## config.mk

```make
export PLATFORM = sky130hd
export DESIGN_NAME = pipe_scroller
export DESIGN_NICKNAME = d
export VERILOG_FILES = /design/src/rtl/pipe_scroller.sv
export SDC_FILE = /design/constraint.sdc
export NUM_CORES = 1
export LEC_CHECK = 0
export CAP_MARGIN = 15
export CORE_UTILIZATION = 40
export DETAILED_ROUTE_END_ITERATION = 10
export HOLD_SLACK_MARGIN = 0.06
export SKIP_LAST_GASP = 1
export SYNTH_ARGS = -nofsm -noshare
export SYNTH_HDL_FRONTEND = slang
export SYNTH_SLANG_ARGS = --single-unit
```

## constraint.sdc

```tcl
create_clock -name frame_clk -period 39.6 [get_ports frame_clk]
set_input_delay 11.88 -clock frame_clk [delete_from_list [all_inputs] [get_ports frame_clk]]
set_output_delay 11.88 -clock frame_clk [all_outputs]
set_load 0.02 [all_outputs]
```

## src/rtl/pipe_scroller.sv

```systemverilog
// pipe_scroller: scrolls NUM_PIPES pipe obstacles leftward once per frame,
// respawns them on the right with an LFSR-chosen gap height, reports bird passes.
module pipe_scroller #(
  parameter int unsigned NUM_PIPES  = 4,
  parameter int unsigned XW         = 11,
  parameter int unsigned X_START    = 640,
  parameter int unsigned SPACING    = 160,
  parameter int unsigned GAP_Y_MIN  = 140,
  parameter int unsigned GAP_Y_SPAN = 200,
  parameter int unsigned SPEED_BASE = 1,
  parameter int unsigned SPEED_DIV  = 1000,
  parameter int unsigned SPEED_MAX  = 6
) (
  input  logic                    frame_clk,
  input  logic                    Reset,
  input  logic                    start,
  input  logic                    pause,
  input  logic                    game_over,
  input  logic [26:0]             score,
  input  logic [XW-1:0]           bird_x,
  output logic [NUM_PIPES*XW-1:0] pipe_x,
  output logic [NUM_PIPES*10-1:0] gap_y,
  output logic [2:0]              speed,
  output logic [1:0]              state,
  output logic                    pass_pulse
);

  localparam int unsigned GW      = 10;
  localparam int unsigned LW      = 16;
  localparam int unsigned WRAP    = NUM_PIPES * SPACING;
  localparam int unsigned GAP_MID = GAP_Y_MIN + GAP_Y_SPAN / 2;

  typedef enum logic [1:0] {
    ST_IDLE   = 2'd0,
    ST_RUN    = 2'd1,
    ST_PAUSED = 2'd2,
    ST_OVER   = 2'd3
  } state_t;

  state_t          state_q, state_d;
  logic [LW-1:0]   lfsr_q, lfsr_d;
  logic            pass_q, pass_d;
  logic [XW-1:0]   x_q   [NUM_PIPES];
  logic [XW-1:0]   x_d   [NUM_PIPES];
  logic [GW-1:0]   gap_q [NUM_PIPES];
  logic [GW-1:0]   gap_d [NUM_PIPES];
  logic            move_c;
  logic            load_c;
  logic [26:0]     score_div;

  // Gap offset for a respawning pipe: byte of the rotated LFSR, folded into the span.
  function automatic logic [7:0] respawn_r(input logic [LW-1:0] v, input int unsigned n);
    logic [7:0] b;
    b = 8'(({v, v} << (n % LW)) >> LW);
    if ({1'b0, b} >= 9'(GAP_Y_SPAN)) begin
      b = b - 8'(GAP_Y_SPAN);
    end
    return b;
  endfunction

  // Scroll speed from score, clamped at the ceiling.
  assign score_div = score / 27'(SPEED_DIV);
  always_comb begin
    speed = 3'(SPEED_MAX);
    if (score_div < 27'(SPEED_MAX - SPEED_BASE)) begin
      speed = 3'(SPEED_BASE) + score_div[2:0];
    end
  end

  // Game-state next-state logic; game_over outranks pause, which outranks start.
  always_comb begin
    state_d = state_q;
    move_c  = 1'b0;
    load_c  = 1'b0;
    case (state_q)
      ST_IDLE: begin
        if (start) state_d = ST_RUN;
      end
      ST_RUN: begin
        if (game_over)  state_d = ST_OVER;
        else if (pause) state_d = ST_PAUSED;
        else            move_c  = 1'b1;
      end
      ST_PAUSED: begin
        if (game_over)   state_d = ST_OVER;
        else if (!pause) state_d = ST_RUN;
      end
      ST_OVER: begin
        if (start) begin
          load_c  = 1'b1;
          state_d = ST_RUN;
        end
      end
      default: state_d = ST_IDLE;
    endcase
  end

  // Pipe motion, respawn, pass detection and free-running LFSR.
  always_comb begin
    lfsr_d = {lfsr_q[LW-2:0], lfsr_q[15] ^ lfsr_q[13] ^ lfsr_q[12] ^ lfsr_q[10]};
    pass_d = 1'b0;
    for (int i = 0; i < NUM_PIPES; i++) begin
      x_d[i]   = x_q[i];
      gap_d[i] = gap_q[i];
    end
    if (load_c) begin
      for (int i = 0; i < NUM_PIPES; i++) begin
        x_d[i]   = XW'(X_START + i * SPACING);
        gap_d[i] = GW'(GAP_MID);
      end
    end else if (move_c) begin
      for (int i = 0; i < NUM_PIPES; i++) begin
        // old x >= bird_x and x - speed < bird_x, without underflow
        if ((x_q[i] >= bird_x) &&
            ({1'b0, x_q[i]} < ({1'b0, bird_x} + (XW+1)'(speed)))) begin
          pass_d = 1'b1;
        end
        if (x_q[i] >= XW'(speed)) begin
          x_d[i] = x_q[i] - XW'(speed);
        end else begin
          x_d[i]   = x_q[i] + XW'(WRAP) - XW'(speed);
          gap_d[i] = GW'(GAP_Y_MIN) + GW'(respawn_r(lfsr_q, 3 * i));
        end
      end
    end
  end

  // State registers.
  always_ff @(posedge frame_clk or posedge Reset) begin
    if (Reset) begin
      state_q <= ST_IDLE;
      lfsr_q  <= 16'hACE1;
      pass_q  <= 1'b0;
      for (int i = 0; i < NUM_PIPES; i++) begin
        x_q[i]   <= XW'(X_START + i * SPACING);
        gap_q[i] <= GW'(GAP_MID);
      end
    end else begin
      state_q <= state_d;
      lfsr_q  <= lfsr_d;
      pass_q  <= pass_d;
      for (int i = 0; i < NUM_PIPES; i++) begin
        x_q[i]   <= x_d[i];
        gap_q[i] <= gap_d[i];
      end
    end
  end

  // Pack per-pipe registers onto the output buses.
  always_comb begin
    pipe_x = '0;
    gap_y  = '0;
    for (int i = 0; i < NUM_PIPES; i++) begin
      pipe_x[i*XW +: XW] = x_q[i];
      gap_y[i*GW +: GW]  = gap_q[i];
    end
  end

  assign state      = state_q;
  assign pass_pulse = pass_q;

endmodule
```

Word-level counts from Yosys, hierarchy flattened
Cells that the tools add are included.
Operators by class
  add/sub/neg operators: 22
  divide/modulo/power cells: 1
  order comparisons: 17
  equality and inequality tests: 10
  multiplexer cells: 46
  bitwise logic cells: 3
  reductions and logical operators: 12
Operators with widths (number)
  8-bit two-way mux: 16
  44-bit two-way mux: 2
  11-bit by 3-bit subtractor with 11-bit output: 8
  40-bit two-way mux: 2
  11-bit by 12-bit < comparator with 1-bit output: 4
  11-bit by 10-bit adder with 11-bit output, second input constant: 4
  11-bit greater-or-equal comparator: 4
  11-bit by 3-bit greater-or-equal comparator with 1-bit output: 4
  11-bit two-way mux: 4
  10-bit two-way mux: 4
  8-bit by 8-bit adder with 9-bit output, first input constant: 4
  8-bit greater-or-equal comparator, second input constant: 4
  8-bit subtractor, second input constant: 4
  27-bit by 10-bit divider with 27-bit output, second input constant: 1
  27-bit by 3-bit < comparator with 1-bit output, second input constant: 1
  11-bit by 3-bit adder with 12-bit output: 1
  1-bit two-way mux: 11
  2-bit two-way mux: 5
  2-bit inequality test, second input constant: 4
  2-bit AND reduction: 4
  3-bit inequality test, second input constant: 2
  2-bit one-hot mux with 3 select lines: 1
  2-bit equality test, second input constant: 2
  1-bit logical AND: 4
  9 further kinds: 11
Storage, ports and cells
  flip-flop bits (word level): 103
  input port bits: 43
  output and inout bits: 90
  logic and storage cells: 122

Logic depth before layout (Yosys ltp)
  word-level depth: 12
  gate-level depth with buffers: 69
  depth with buffers taken out: 61

Worst setup path before layout
Ideal clock, no wire load.
  kind: input -> output
  from: input score[21]
  to: output speed[0]
  data arrival time: 23772 ps
  required time: 27720 ps
  path slack: 3948 ps
  stages: 43
  buffers on the path: 4
  cells stage by stage: buf_4 -> or2_1 -> o32ai_1 -> a32o_2 -> nand4_1 -> and3_1 -> clkbuf_1 -> a221oi_2 -> a22o_1 -> o211ai_1 -> and2_1 -> buf_4 -> mux2i_1 -> or4_4 -> a211oi_4 -> nand3_1 -> o2bb2ai_2 -> o31ai_4 -> [7 not listed] -> mux2_4 -> o21ai_2 -> o221ai_1 -> or3b_1 -> o21ai_2 -> mux2i_1 -> xor2_1 -> mux2_2 -> a31oi_4 -> mux4_2 -> o211ai_2 -> mux2_2 -> o32ai_1 -> o21ai_1 -> a41oi_2 -> xor2_1 -> a211oi_1 -> a2111oi_1
Between the ends
  longest elaborated chain between the ends: 3
  elaborated cells on any way between the ends: 4
  classes of those cells: 1 x add/sub; 1 x div; 1 x order compare; 1 x mux
Ends and longest elaborated chain
  from (decl): line 19  | input logic [26:0] score,
  27-bit by 10-bit divider with 27-bit output *: line 62  | assign score_div = score / 27'(SPEED_DIV);
  27-bit by 3-bit < comparator with 1-bit output / 1-bit by 3-bit adder with 3-bit output (equally long branches): line 65, 66
  3-bit two-way mux *: line 65  | if (score_div < 27'(SPEED_MAX - SPEED_BASE)) begin
  to (decl): line 23  | output logic [2:0] speed,
Mark *: on every way between the ends. The rest lies on a longest branch, timed or not.

Worst setup path after layout
  from: input score[21]
  to: output speed[1]
The elaborated chain is that of the path after synthesis.

==> metrics.cfg <==
[cts]
clock_sinks=99
clk_pin_slew_worst_paths_ns=0.08
cts_buffer_depth=2
cts-root-buf=clkbuf_16
clk_latency_ns=0.37
h-tree-depth=3
cts_tree=done
numCtsBuffers=9

[logic_synthesis]
synth_cell_types=121
synth-edff-count=0
yosysTopAreaCellShare_pct=14.47
netlist_area_um2=14790
synth_ff_type=dfrtp_1
synth-seq-cells=99
syn_inst=1904
synth_warnings=0
syn_avg_cell_area_um2=7.766
async_reset_ff_share_pct=100.0
yosys-top-cells-area=ha_1 (14%), dfrtp_1 (11%), dfstp_2 (6.4%)
yosysTopAreaCell=ha_1
synth_seq_area_share_pct=17.06

[grt]
grt_pass1_vias=13428
grt_usage_pct=21.65
antenna_found_initial=0
grt_use_met3_pct=3.131
met1_usage_pct=30.34
grt_max_degree=74
grt_pass1_wl_um=68710
top_usage_layer=met2
gr-total-overflow=0
grt_use_met2_pct=35.12

[worst_setup_path]
crit_path_top_delay_cell=clkdlybuf4s50_1
max_stage_delay_ns=0.88
crit_fanout=20
cp.arrival_ns=26.71
r2r-start=pipe_x[34]
path_buf_inv=2
reg2regPathDepth=14
end_kind=primary output
cp-start-kind=primary input
path_class=in2out
startpoint=score[21]
r2r-end=pass_pulse
cp_top_family=compound AO/OA/AOI/OAI gates
rrSetupSlack_ns=35.90
worstPathRequired_ns=27.72

[die]
rows=70
io_pins=133
start_util_pct=40.49
die_width_um=194.3
coreArea_um2=36520
die_y_um=194.3
dieArea_um2=37740

[detailed_routing]
routed_via_density=5.809
ant_nets=0
drt-initial-drc-count=776
drc=0
firstDrtPassIters=5
routedWlPerCell_um=16.82
vias=14196
wirelength_um=41110

[place]
io_buffers=125
place_hpwl_um=31120
gp_congestion=0.8766

[min_path]
min_to=lfsr_q[9]
hold_depth=0
hold_start=lfsr_q[8]
hp-class=reg2reg

[timing]
worstMarginPinSlew_ns=1.036
slew_violations=0
period_needed_ns=38.59
setup_tns_ns=0
slew_headroom_pct=30.57
grt_setup_unrepaired=false
fin_crit_sh_pct=97.46
finClkSkew_ns=0.01269
setup_violations=0
hold_viol=0
fmax_ghz=0.02591

[final_layout]
syn2layout_area_growth_pct=12.62
final_nets=2198
drive_above_1_share_pct=7.895
nFillCells=3619
antenna_cells=0
multiInputGateArea_um2=11420
seq_area_um2=2522

[outcome]
status=completed

[run]
cap_viol_max_count=0

==> logic make-up (layout without fill, tap and decap cells) <==
group | Yosys count | in the layout | share of synthesized area, %
and+or+nand+nor | 659 | 659 | 21.77
adders and majority gates | 206 | 206 | 17.72
other | 1 | 4 | 0.02536
muxes | 41 | 41 | 3.139
buffers and inverters | 211 | 280 | 5.932
xor gates and xnor gates | 109 | 109 | 6.736
AOI/OAI and AO/OA | 578 | 578 | 27.62
DFF | 99 | 99 | 17.06
==> how the worst max path moves through the flow <==
stage,to,depth (start not counted)
4_1_cts,speed[1],44
3_3_place_gp,speed[1],44
3_5_place_dp,speed[1],44
6_report,speed[1],43
2_1_floorplan,speed[0],43
5_1_grt,speed[1],44
==> cell usage after synthesis (7+ instances only) <==
master    number
nor2_1       189
ha_1         171
nand2_1      166
a21oi_1      136
inv_1        120
o21ai_0      102
xnor2_1       77
dfrtp_1       63
nand3_1       62
clkbuf_1      57
nor3_1        50
o211ai_1      45
a211oi_1      38
dfstp_2       36
nand2b_1      30
xor2_1        28
mux2i_1       24
nor2b_1       23
a21o_1        22
maj3_1        22
nand4_1       22
o21a_1        21
and3_1        18
a31oi_1       17
buf_4         17
and2_1        14
o21ai_1       14
o31ai_1       14
fa_1          13
or3_1         13
a22oi_1       11
buf_2         11
nor3b_1       11
a311oi_1      10
mux2_2        10
nor4_1        10
o31a_1         9
a21boi_0       8
o221ai_1       8
o22ai_1        8
or2_1          8
or2_2          8
a41oi_1        7
==> layer usage <==
metal,vias up,part of all wire (%)
li1,7074,-
met1,6795,49
met2,285,45
met3,42,4.5
met4,0,1.4
met5,-,0
==> repair_timing <==
item | CTS | global route
hold endpoints to repair | 0 | 0
resized for setup | 0 | 2
hold buffers | 0 | 0
buffers inserted | 0 | 1
setup endpoints to repair | 0 | 2
==> cells in the final DEF, fill, tap and decap left out, types with 36 or more instances in the layout <==
master / instances
dfrtp_1: 63
a21oi_1: 136
dfstp_2: 36
inv_1: 119
nand3_1: 62
nor2_1: 188
ha_1: 171
a211oi_1: 38
o21ai_0: 102
nand2_1: 166
xnor2_1: 77
nor3_1: 49
clkdlybuf4s50_1: 124
o211ai_1: 45
==> flip-flops by register name (all words and copies together), names as in the netlist <==
register and count:
pipe_x 44, gap_y 36, lfsr_q 16, state 2
pass_pulse 1
==> cell type report <==
class,instances,area share [%]
inverter,123,2.788
clock buffer,10,1.375
multi-input combinational,1597,68.56
tap,468,3.516
clock inverter,6,0.3607
sequential,99,15.15
timing repair buffer,141,8.250
==> through the flow <==
stage               cells  util, %  cell area, um^2  setup slack, ns  hold WS [ns]
floorplan            1907        -            14800            3.948        0.3519
global placement     2427    44.77            16350           0.9493        0.3595
detailed placement   2427    44.77            16350           0.8409        0.3650
CTS                  2443    45.56            16640           0.7978        0.3852
global route         2444    45.59            16650          0.01438        0.3975
finish               2444    45.59            16650            1.007        0.3838
Power is not shown: default switching activity piles up to over one toggle a cycle in this logic, so the estimate is an artifact.
